**config.mk**
```make
export PLATFORM = sky130hd
export DESIGN_NAME = ifetch_ctrl
export DESIGN_NICKNAME = d
export VERILOG_FILES = /design/src/rtl/ifetch_ctrl_pkg.sv /design/src/rtl/ifetch_ctrl_sync_fifo.sv /design/src/rtl/ifetch_ctrl.sv
export SDC_FILE = /design/constraint.sdc
export NUM_CORES = 1
export LEC_CHECK = 0
export BUFFER_PORTS_ARGS = -buffer_cell sky130_fd_sc_hd__buf_2
export CORE_AREA = 2 2 175 177
export CTS_CLUSTER_DIAMETER = 100
export DETAILED_ROUTE_END_ITERATION = 10
export DIE_AREA = 0 0 177 179
export GPL_ROUTABILITY_DRIVEN = 0
export HOLD_SLACK_MARGIN = 0.12
export PLACE_DENSITY = 0.64
export SYNTH_ARGS = -nofsm -noshare
export SYNTH_HDL_FRONTEND = slang
export SYNTH_SLANG_ARGS = --single-unit
```
**constraint.sdc**
```tcl
create_clock -name clk_i -period 7.81 [get_ports clk_i]
set_clock_uncertainty 0.05 [all_clocks]
set_input_delay 0.3905 -clock clk_i [delete_from_list [all_inputs] [get_ports clk_i]]
set_output_delay 0.3905 -clock clk_i [all_outputs]
set_load 0.02 [all_outputs]
```
**src/rtl/ifetch_ctrl_pkg.sv**
```systemverilog
// Shared constants, the fetch-entry payload and PC alignment helper for the
// instruction fetch front end.
package ifetch_ctrl_pkg;

  localparam int unsigned XLEN       = 32;
  localparam int unsigned INST_ALIGN = 4;
  localparam logic [XLEN-1:0] NOP_INST = XLEN'(32'h0000_0013);

  typedef struct packed {
    logic [XLEN-1:0] pc;
    logic [XLEN-1:0] inst;
  } fetch_entry_t;

  function automatic logic [XLEN-1:0] align_pc(input logic [XLEN-1:0] pc);
    return pc & ~XLEN'(INST_ALIGN - 1);
  endfunction

endpackage

```
**src/rtl/ifetch_ctrl_sync_fifo.sv**
```systemverilog
// Small synchronous FIFO with flush; DEPTH must be a power of two so the
// pointers wrap naturally. Push on full is accepted only alongside a pop.
module sync_fifo #(
  parameter int unsigned WIDTH = 32,
  parameter int unsigned DEPTH = 2,
  localparam int unsigned AW   = (DEPTH > 1) ? $clog2(DEPTH) : 1,
  localparam int unsigned CW   = $clog2(DEPTH + 1)
) (
  input  logic             clk,
  input  logic             rst,
  input  logic             push,
  input  logic             pop,
  input  logic             flush,
  input  logic [WIDTH-1:0] din,
  output logic [WIDTH-1:0] dout,
  output logic             full,
  output logic             empty,
  output logic [CW-1:0]    count
);

  logic [WIDTH-1:0] mem [DEPTH];
  logic [AW-1:0]    rd_ptr;
  logic [AW-1:0]    wr_ptr;
  logic             do_push;
  logic             do_pop;

  assign full    = (count == CW'(DEPTH));
  assign empty   = (count == '0);
  assign do_pop  = pop && !empty;
  assign do_push = push && (!full || do_pop);
  assign dout    = mem[rd_ptr];

  always_ff @(posedge clk or posedge rst) begin
    if (rst) begin
      rd_ptr <= '0;
      wr_ptr <= '0;
      count  <= '0;
    end else if (flush) begin
      rd_ptr <= '0;
      wr_ptr <= '0;
      count  <= '0;
    end else begin
      if (do_push) wr_ptr <= wr_ptr + AW'(1);
      if (do_pop)  rd_ptr <= rd_ptr + AW'(1);
      count <= count + CW'(do_push) - CW'(do_pop);
    end
  end

  // Storage needs no reset; only entries below count are ever observed.
  always_ff @(posedge clk) begin
    if (do_push && !flush) mem[wr_ptr] <= din;
  end

  assert property (@(posedge clk) disable iff (rst) !(push && full && !pop));

endmodule

```
**src/rtl/ifetch_ctrl.sv**
```systemverilog
// Instruction fetch front end: owns the fetch PC, issues in-order imem word
// requests under a credit rule, buffers {pc, inst} for decode, handles redirects.
module ifetch_ctrl
  import ifetch_ctrl_pkg::*;
#(
  parameter logic [XLEN-1:0] RESET_PC        = '0,
  parameter int unsigned     FIFO_DEPTH      = 2,
  parameter int unsigned     MAX_OUTSTANDING = 2
) (
  input  logic            clk_i,
  input  logic            rst_i,
  output logic            imem_req_o,
  output logic [XLEN-1:0] imem_addr_o,
  input  logic            imem_gnt_i,
  input  logic            imem_rvalid_i,
  input  logic [XLEN-1:0] imem_rdata_i,
  input  logic            redirect_i,
  input  logic [XLEN-1:0] redirect_pc_i,
  output logic            if_valid_o,
  input  logic            id_ready_i,
  output logic [XLEN-1:0] pc_o,
  output logic [XLEN-1:0] inst_o
);

  localparam int unsigned FCW = $clog2(FIFO_DEPTH + 1);
  localparam int unsigned OCW = $clog2(MAX_OUTSTANDING + 1);

  logic [XLEN-1:0] fetch_pc;
  logic [XLEN-1:0] pc_hold;
  logic [XLEN-1:0] req_pc;
  logic [OCW-1:0]  out_cnt;
  logic [OCW-1:0]  drop_cnt;
  logic [FCW-1:0]  fifo_cnt;
  logic            pcq_full;
  logic            pcq_empty;
  logic            outq_full;
  logic            outq_empty;
  logic            grant;
  logic            rsp;
  logic            push_ent;
  logic            pop_ent;
  logic            issue_ok;
  int unsigned     credits_used;
  fetch_entry_t    push_data;
  fetch_entry_t    head;
  logic            unused_ok;

  assign grant    = imem_req_o && imem_gnt_i;
  assign rsp      = imem_rvalid_i && !pcq_empty;
  assign push_ent = rsp && (drop_cnt == '0) && !redirect_i;
  assign pop_ent  = !outq_empty && id_ready_i && !redirect_i;

  always_comb begin
    push_data      = '0;
    push_data.pc   = req_pc;
    push_data.inst = imem_rdata_i;
  end

  // Every live (non-dropped) request owns a FIFO slot; a slot freed by this
  // cycle's pop is reusable so a 1-cycle memory sustains one word per cycle.
  always_comb begin
    credits_used = 32'(out_cnt) - 32'(drop_cnt) + 32'(fifo_cnt) - 32'(pop_ent);
    issue_ok     = (32'(out_cnt) < MAX_OUTSTANDING) && (credits_used < FIFO_DEPTH);
  end

  assign imem_req_o  = !rst_i && issue_ok;
  assign imem_addr_o = fetch_pc;

  // PCs of granted requests, popped in order as responses return.
  sync_fifo #(
    .WIDTH (XLEN),
    .DEPTH (MAX_OUTSTANDING)
  ) u_pc_queue (
    .clk   (clk_i),
    .rst   (rst_i),
    .push  (grant),
    .pop   (imem_rvalid_i),
    .flush (1'b0),
    .din   (fetch_pc),
    .dout  (req_pc),
    .full  (pcq_full),
    .empty (pcq_empty),
    .count (out_cnt)
  );

  sync_fifo #(
    .WIDTH ($bits(fetch_entry_t)),
    .DEPTH (FIFO_DEPTH)
  ) u_out_fifo (
    .clk   (clk_i),
    .rst   (rst_i),
    .push  (push_ent),
    .pop   (pop_ent),
    .flush (redirect_i),
    .din   (push_data),
    .dout  (head),
    .full  (outq_full),
    .empty (outq_empty),
    .count (fifo_cnt)
  );

  // On redirect every request still outstanding after this cycle is old-stream.
  always_ff @(posedge clk_i or posedge rst_i) begin
    if (rst_i) begin
      fetch_pc <= RESET_PC;
      drop_cnt <= '0;
      pc_hold  <= '0;
    end else begin
      if (redirect_i)  fetch_pc <= align_pc(redirect_pc_i);
      else if (grant)  fetch_pc <= fetch_pc + XLEN'(INST_ALIGN);
      if (redirect_i)                   drop_cnt <= out_cnt + OCW'(grant) - OCW'(rsp);
      else if (rsp && drop_cnt != '0)   drop_cnt <= drop_cnt - OCW'(1);
      if (!outq_empty) pc_hold <= head.pc;
    end
  end

  assign if_valid_o = !outq_empty;
  assign pc_o       = outq_empty ? pc_hold : head.pc;
  assign inst_o     = outq_empty ? NOP_INST : head.inst;

  assign unused_ok = &{1'b0, pcq_full, outq_full};

  assert property (@(posedge clk_i) disable iff (rst_i) drop_cnt <= out_cnt);

endmodule

```
After elaboration in Yosys (flattened, before gate mapping):

Memories as Yosys holds them, arrays and structs flattened.
Index checks and enable logic that the tools add are counted.

* output and inout bits: 98
* latch bits: 0
* RAM bits: 192
* bits in read-only memories: 0
* input port bits: 70
* flip-flop bits (word level): 74
* logic and storage cells: 74
* memories: 2

Memories
* u_out_fifo.mem: words 2, bits a word 64, read ports 1, clocked after memory_dff 0, wr ports 1, line ifetch_ctrl_sync_fifo.sv:21 `logic [WIDTH-1:0] mem [DEPTH];`
* u_pc_queue.mem: words 2, bits a word 32, read ports 1, clocked after memory_dff 0, wr ports 1, line ifetch_ctrl_sync_fifo.sv:21

* equality and inequality tests: 2
* reduce and logical (&&, ||, !) cells: 29
* divide/modulo/power cells: 0
* shift operators: 0
* order comparisons: 2
* bitwise operators: 0
* muxes and demuxes: 15
* multiply operators: 0
* add/sub/neg operators: 15

Operators by type and width (number)
* two-way mux 32 bit: 4
* adder 32 x 3 -> 32 bit, second input constant: 1
* less-than comparator 32 x 2 -> 1 bit, second input constant: 1
* logical AND 1 bit: 13
* nonzero test 2 bit: 5
* two-way mux 1 bit: 8
* adder 2 x 1 -> 2 bit: 3
* zero test 1 bit: 6
* zero test 2 bit: 3
* two-way mux 2 bit: 3
* subtractor 2 x 1 -> 2 bit: 3
* subtractor 4 x 2 -> 5 bit: 1
* adder 1 bit, second input constant: 4
* adder 3 x 3 -> 4 bit: 1
* equality test 2 bit, second input constant: 2
* subtractor 2 x 2 -> 3 bit: 1
* logical OR 1 bit: 2
* less-than comparator 2 bit, second input constant: 1
* subtractor 2 x 1 -> 2 bit, second input constant: 1

Depth between registers and ports, before layout:

* depth in word-level cells: 12
* depth in mapped cells: 17
* depth with buffers taken out: 17

By module:

A second synthesis with hierarchy kept.

* cells, all modules: 714
* area total of the unflattened synthesis: 11000.6 um2

Modules (own cells, without submodules)
* sync_fifo (u_out_fifo): area each 4906.0 um2, times used 1, cells an instance 229, seq. area each 3943.8 um2
* ifetch_ctrl: area each 3528.4 um2, times used 1, cells an instance 355, seq. area each 1601.5 um2
* sync_fifo (u_pc_queue): area each 2566.2 um2, times used 1, cells an instance 130, seq. area each 2021.9 um2

Worst setup path before layout:

Ideal clock, no wire load.

* path type: register to register
* from: register u_out_fifo.count[1]
* to: memory u_pc_queue.mem[0][10] (enable)
* data arrival time: 4.273 ns
* setup time: 0.417 ns
* slack: 3.070 ns
* stages on the path, launching flop included: 14
* path through: dfrtp_1 > nor2_1 > clkbuf_1 > inv_1 > nand2_1 > nor2_1 > ha_1 > nor2_1 > fa_1 > fa_1 > nor4_1 > and2_1 > nand3_1 > nor2_1

* word-level cells in the longest chain between the ends: 12
* elaborated cells on any way between the ends: 13

Ends and longest elaborated chain
* start: declaration: line ifetch_ctrl_sync_fifo.sv:18 `output logic [CW-1:0] count`
* start signal: assignment: line ifetch_ctrl_sync_fifo.sv:45 `count <= count + CW'(do_push) - CW'(do_pop);`
* zero test 2 bit: line ifetch_ctrl_sync_fifo.sv:28 `assign empty = (count == '0);`
* zero test 1 bit
* via if_valid_o: line ifetch_ctrl.sv:19 `output logic if_valid_o,`
* logical AND 1 bit (2 in a row): line ifetch_ctrl.sv:51 `assign pop_ent = !outq_empty && id_ready_i && !redirect_i;`
* subtractor 4 x 2 -> 5 bit: line ifetch_ctrl.sv:62 `credits_used = 32'(out_cnt) - 32'(drop_cnt) + 32'(fifo_cnt) - 32'(pop_ent);`
* less-than comparator 32 x 2 -> 1 bit: line ifetch_ctrl.sv:63 `issue_ok = (32'(out_cnt) < MAX_OUTSTANDING) && (credits_used < FIFO_DEPTH);`
* logical AND 1 bit: line ifetch_ctrl.sv:63
* logical AND 1 bit: line ifetch_ctrl.sv:66 `assign imem_req_o = !rst_i && issue_ok;`
* logical AND 1 bit: line ifetch_ctrl.sv:48 `assign grant = imem_req_o && imem_gnt_i;`
* logical AND 1 bit: line ifetch_ctrl_sync_fifo.sv:30 `assign do_push = push && (!full || do_pop);`
* two-way mux 1 bit: line ifetch_ctrl_sync_fifo.sv:51 `if (do_push && !flush) mem[wr_ptr] <= din;`
* two-way mux 1 bit (not written as such): line ifetch_ctrl_sync_fifo.sv:51
* end: declaration: line ifetch_ctrl_sync_fifo.sv:21

The timed path passes the listed nets, and every way through them passes these cells.

Worst setup path after layout:

* from: register u_out_fifo.count[1]
* to: register fetch_pc[25], in the netlist imem_addr_o[25]

* word-level cells in the longest chain between the ends: 10
* elaborated cells on any way between the ends: 11

Ends and longest elaborated chain
* parallel branches: the longest is 4 deep, another holds adder 3 x 3 -> 4 bit
* subtractor 4 x 2 -> 5 bit (*): line ifetch_ctrl.sv:62
* less-than comparator 32 x 2 -> 1 bit (*): line ifetch_ctrl.sv:63
* logical AND 1 bit (*): line ifetch_ctrl.sv:63
* logical AND 1 bit (*): line ifetch_ctrl.sv:66
* logical AND 1 bit (*): line ifetch_ctrl.sv:48
* nonzero test 2 bit (no source line) (*)
* end signal: assignment: line ifetch_ctrl.sv:109 `if (redirect_i) fetch_pc <= align_pc(redirect_pc_i);`
* end signal: assignment: line ifetch_ctrl.sv:110 `else if (grant) fetch_pc <= fetch_pc + XLEN'(INST_ALIGN);`
* end: declaration: line ifetch_ctrl.sv:28 `logic [XLEN-1:0] fetch_pc;`

Mark *: on every way between the ends.
A chain may end at the register's enable or synchronous reset.

==> metrics.csv <==
stage,metric,value,unit
detailed_routing,dr.pass1.iters,4,
cts,cts_buffers,27,
worst_setup_path,cp-start-kind,flop,
worst_setup_path,path_class,reg2reg,
grt,antenna_found_initial,1,
job,drv_cap,0,
die,fp.dieH,179,µm
worst_setup_path,worst-path-buf-inv,2,
layout,layout.nets,1029,
logic_synthesis,synth-async-reset-ratio,28.1,%
layout,antenna_cells,0,
logic_synthesis,ys.flop_type,edfxtp_1,
detailed_routing,drt_iter0_drc,369,
worst_setup_path,crit_chain,nor2_4 > buf_4 > inv_1 > nand2_1 > nor2_1 > ha_1 > nor2_1 > fa_1 > fa_1 > nor4_1 > nand2_1 > or3_4 > or4_1 > a31oi_1,
die,ios,168,
grt,grt_overflow,0,
sta,finalSetupTns,0,ns
detailed_routing,via_count,6439,
worst_setup_path,r2r_slack,2.70,ns
sta,hold_viol_final,0,
detailed_routing,vias_per_cell,4.73,
layout,layout_commonest_cell,edfxtp_1,
worst_setup_path,cp_data_arrival_time,5.51,ns
detailed_routing,ant_nets,0,
placement,dpl.hpwl,14000,µm
die,fp-row-count,64,
cts,cts_sinks,256,
logic_synthesis,synth_area_per_cell,14.5,µm²
worst_setup_path,r2r_start,u_out_fifo.count[1],
sta,finalCriticalPeriod,5.11,ns
logic_synthesis,synth-edff-count,184,
die,die_area,31700,µm²
logic_synthesis,ys_seq_area_share,70.8,%
worst_hold_path,hp-class,in2reg,
cts,clk_pin_slew,0.06,ns
sta,slew_viol_final,0,
cts,cts_tree,done,
worst_setup_path,cp.required,8.21,ns
sta,tightestPinTransition,1.12,ns
worst_setup_path,reg2reg_to,imem_addr_o[25],
die,coreArea,30000,µm²
cts,cts_buffer_depth,3,
pwr,p_per_area,325,nW/µm²
logic_synthesis,yosysUniqueCellTypes,43,
logic_synthesis,syn_area,10400,µm²
worst_hold_path,hp-start,id_ready_i,
cts,cts-resized-gates,0,
grt,grt_pass1_wl,35100,µm
grt,grt_max_degree,93,
worst_setup_path,rr_worst_depth,14,
sta,rsz0062_at_grt,false,
worst_hold_path,hold_end,u_out_fifo.rd_ptr,
worst_setup_path,path_max_fanout,92,
grt,grt_usage,14.1,%
grt,grt_pass1_vias,6436,
layout,nFillCells,2736,
die,initial_utilization,34.5,%
detailed_routing,wl,22600,µm
logic_synthesis,ys_ff_latch,256,
worst_setup_path,crit_slowest_cell,buf_4,
logic_synthesis,syn_inst,714,
status,status,"complete, no violations",
worst_setup_path,slowest_delay,0.69,ns
layout,area_growth,26.1,%
layout,drive_above_1_share,26.3,%
pwr,p_leak,4.97,nW
cts,cts_root_buf,clkbuf_16,
die,die_x,177,µm
placement,numPortBuffers,163,
worst_hold_path,hold_depth,4,
worst_setup_path,crit_start,u_out_fifo.count[1],
cts,ctsHtreeMaxLevel,1,
logic_synthesis,yosysWarnings,0,
pwr,ir_drop,0.163,mV
worst_setup_path,crit_family,simple AND/OR/NAND/NOR gates,
sta,max_freq,196,MHz
sta,period_share,65.4,%
sta,hold_slack,0.219,ns
sta,finalSetupViolations,0,
worst_setup_path,endpoint_kind,flop,
detailed_routing,drc_errors,0,
detailed_routing,wl_per_cell,16.6,µm
cts,insertion_delay,0.53,ns
layout,layout_common_cells,"edfxtp_1 (184), buf_2 (163), dfrtp_1 (71)",
sta,max_slew_margin,25.6,%
synthesized netlist by cell type (2+ instances only):
| master | instances | area [µm²] |
|---|---|---|
| edfxtp_1 | 184 | 5530 |
| dfrtp_1 | 72 | 1800 |
| mux2i_1 | 62 | 621 |
| nand2_1 | 61 | 229 |
| nor2_1 | 55 | 206 |
| o21ai_0 | 44 | 220 |
| mux2_2 | 34 | 383 |
| clkbuf_1 | 22 | 82.6 |
| inv_1 | 20 | 75.1 |
| nand3_1 | 14 | 70.1 |
| ha_1 | 12 | 150 |
| nand4_1 | 12 | 75.1 |
| a31oi_1 | 11 | 68.8 |
| xnor2_1 | 11 | 96.3 |
| or4_1 | 10 | 75.1 |
| buf_1 | 9 | 33.8 |
| nor4_1 | 8 | 50.1 |
| o31ai_1 | 7 | 52.6 |
| xor2_1 | 7 | 61.3 |
| and2_1 | 6 | 37.5 |
| or3_1 | 6 | 37.5 |
| and3_1 | 5 | 31.3 |
| and4_1 | 5 | 43.8 |
| o211ai_1 | 4 | 30.0 |
| a21oi_1 | 3 | 15.0 |
| a221o_1 | 3 | 30.0 |
| buf_4 | 3 | 22.5 |
| fa_1 | 3 | 60.1 |
| nor3_1 | 3 | 15.0 |
| a211o_1 | 2 | 17.5 |
| nor2b_1 | 2 | 12.5 |
| nor3b_1 | 2 | 15.0 |
| o211a_1 | 2 | 20.0 |
cells by family (layout without fill, tap and decap cells):
family,after synthesis,count (layout),synth area share (%)
other,1,2,0.0362
adders and majority gates,15,15,2.03
and+or+nand+nor,193,193,9.17
buffers and inverters,56,306,2.15
AOI/OAI and AO/OA,79,79,4.63
xor gates and xnor gates,18,18,1.52
DFF,256,256,70.8
muxes,96,96,9.69
layer usage:
metal | global-route usage (%) | vias to the layer above | part of all wire, %
met1 | 18.4 | 3132 | 44
li1 | - | 3105 | -
met3 | 2.74 | 29 | 6.6
met5 | 0 | - | 0.058
met2 | 24.2 | 171 | 48
met4 | 3.79 | 2 | 1.6
timing repair:
item                      CTS  global route
setup buffers               0             0
hold endpoints to repair  127             0
hold buffers               63             0
cell type report:
cell class                      count  area [µm²]  share of cell area [%]
Multi-Input combinational cell    403        2830                    21.6
Sequential cell                   256        7330                    56.1
Tap cell                          396         495                    3.79
Clock inverter                     11        88.8                   0.680
Inverter                           21        80.1                   0.613
Timing Repair Buffer              235        1510                    11.6
Clock buffer                       39         721                    5.52
state kept, by name (all words and copies together), names as in the netlist:
name and flops:
imem_addr_o 30, u_pc_queue.mem 60, u_pc_queue.rd_ptr 1, pc_hold 32, u_out_fifo.wr_ptr 1, u_out_fifo.mem 124
u_pc_queue.wr_ptr 1, drop_cnt 2, u_out_fifo.count 2, u_out_fifo.rd_ptr 1, u_pc_queue.count 2
metrics by stage:
step                area, µm²  util [%]  total power, mW  setup WS [ns]  cells
floorplan               10400         -             2.66           3.07    715
global placement        11600      38.7             3.05           2.79   1248
detailed placement      11600      38.7             3.09           2.66   1248
CTS                     13100      43.5             4.30           2.60   1361
global route            13100      43.5             4.50           2.30   1361
finish                  13100      43.5             4.24           2.70   1361
worst max-delay path by stage:
stage,endpoint,slack (ns),cells past startpoint
floorplan,u_pc_queue.mem[0][10],3.07,13
global placement,imem_addr_o[24],2.79,14
detailed placement,imem_addr_o[25],2.66,14
CTS,imem_req_o,2.60,13
global route,imem_req_o,2.30,13
finish,imem_addr_o[25],2.70,14
report_power, final:
| part | leakage, nW | switching (mW) | total (mW) | internal, mW |
|---|---|---|---|---|
| Combinational | 2.04 | 0.832 | 1.27 | 0.441 |
| Sequential | 2.53 | 0.101 | 1.79 | 1.69 |
| Clock | 0.395 | 0.496 | 1.17 | 0.675 |
worst register-to-register path, stage by stage, from the launching register on:
cell and delay, ns:
dfrtp_1 0.42, nor2_4 0.11, buf_4 0.69, inv_1 0.36, nand2_1 0.21, nor2_1 0.06
ha_1 0.33, nor2_1 0.06, fa_1 0.38, fa_1 0.43, nor4_1 0.34, nand2_1 0.34
or3_4 0.57, or4_1 0.51, a31oi_1 0.19
Power figures use the tool's default switching activity.
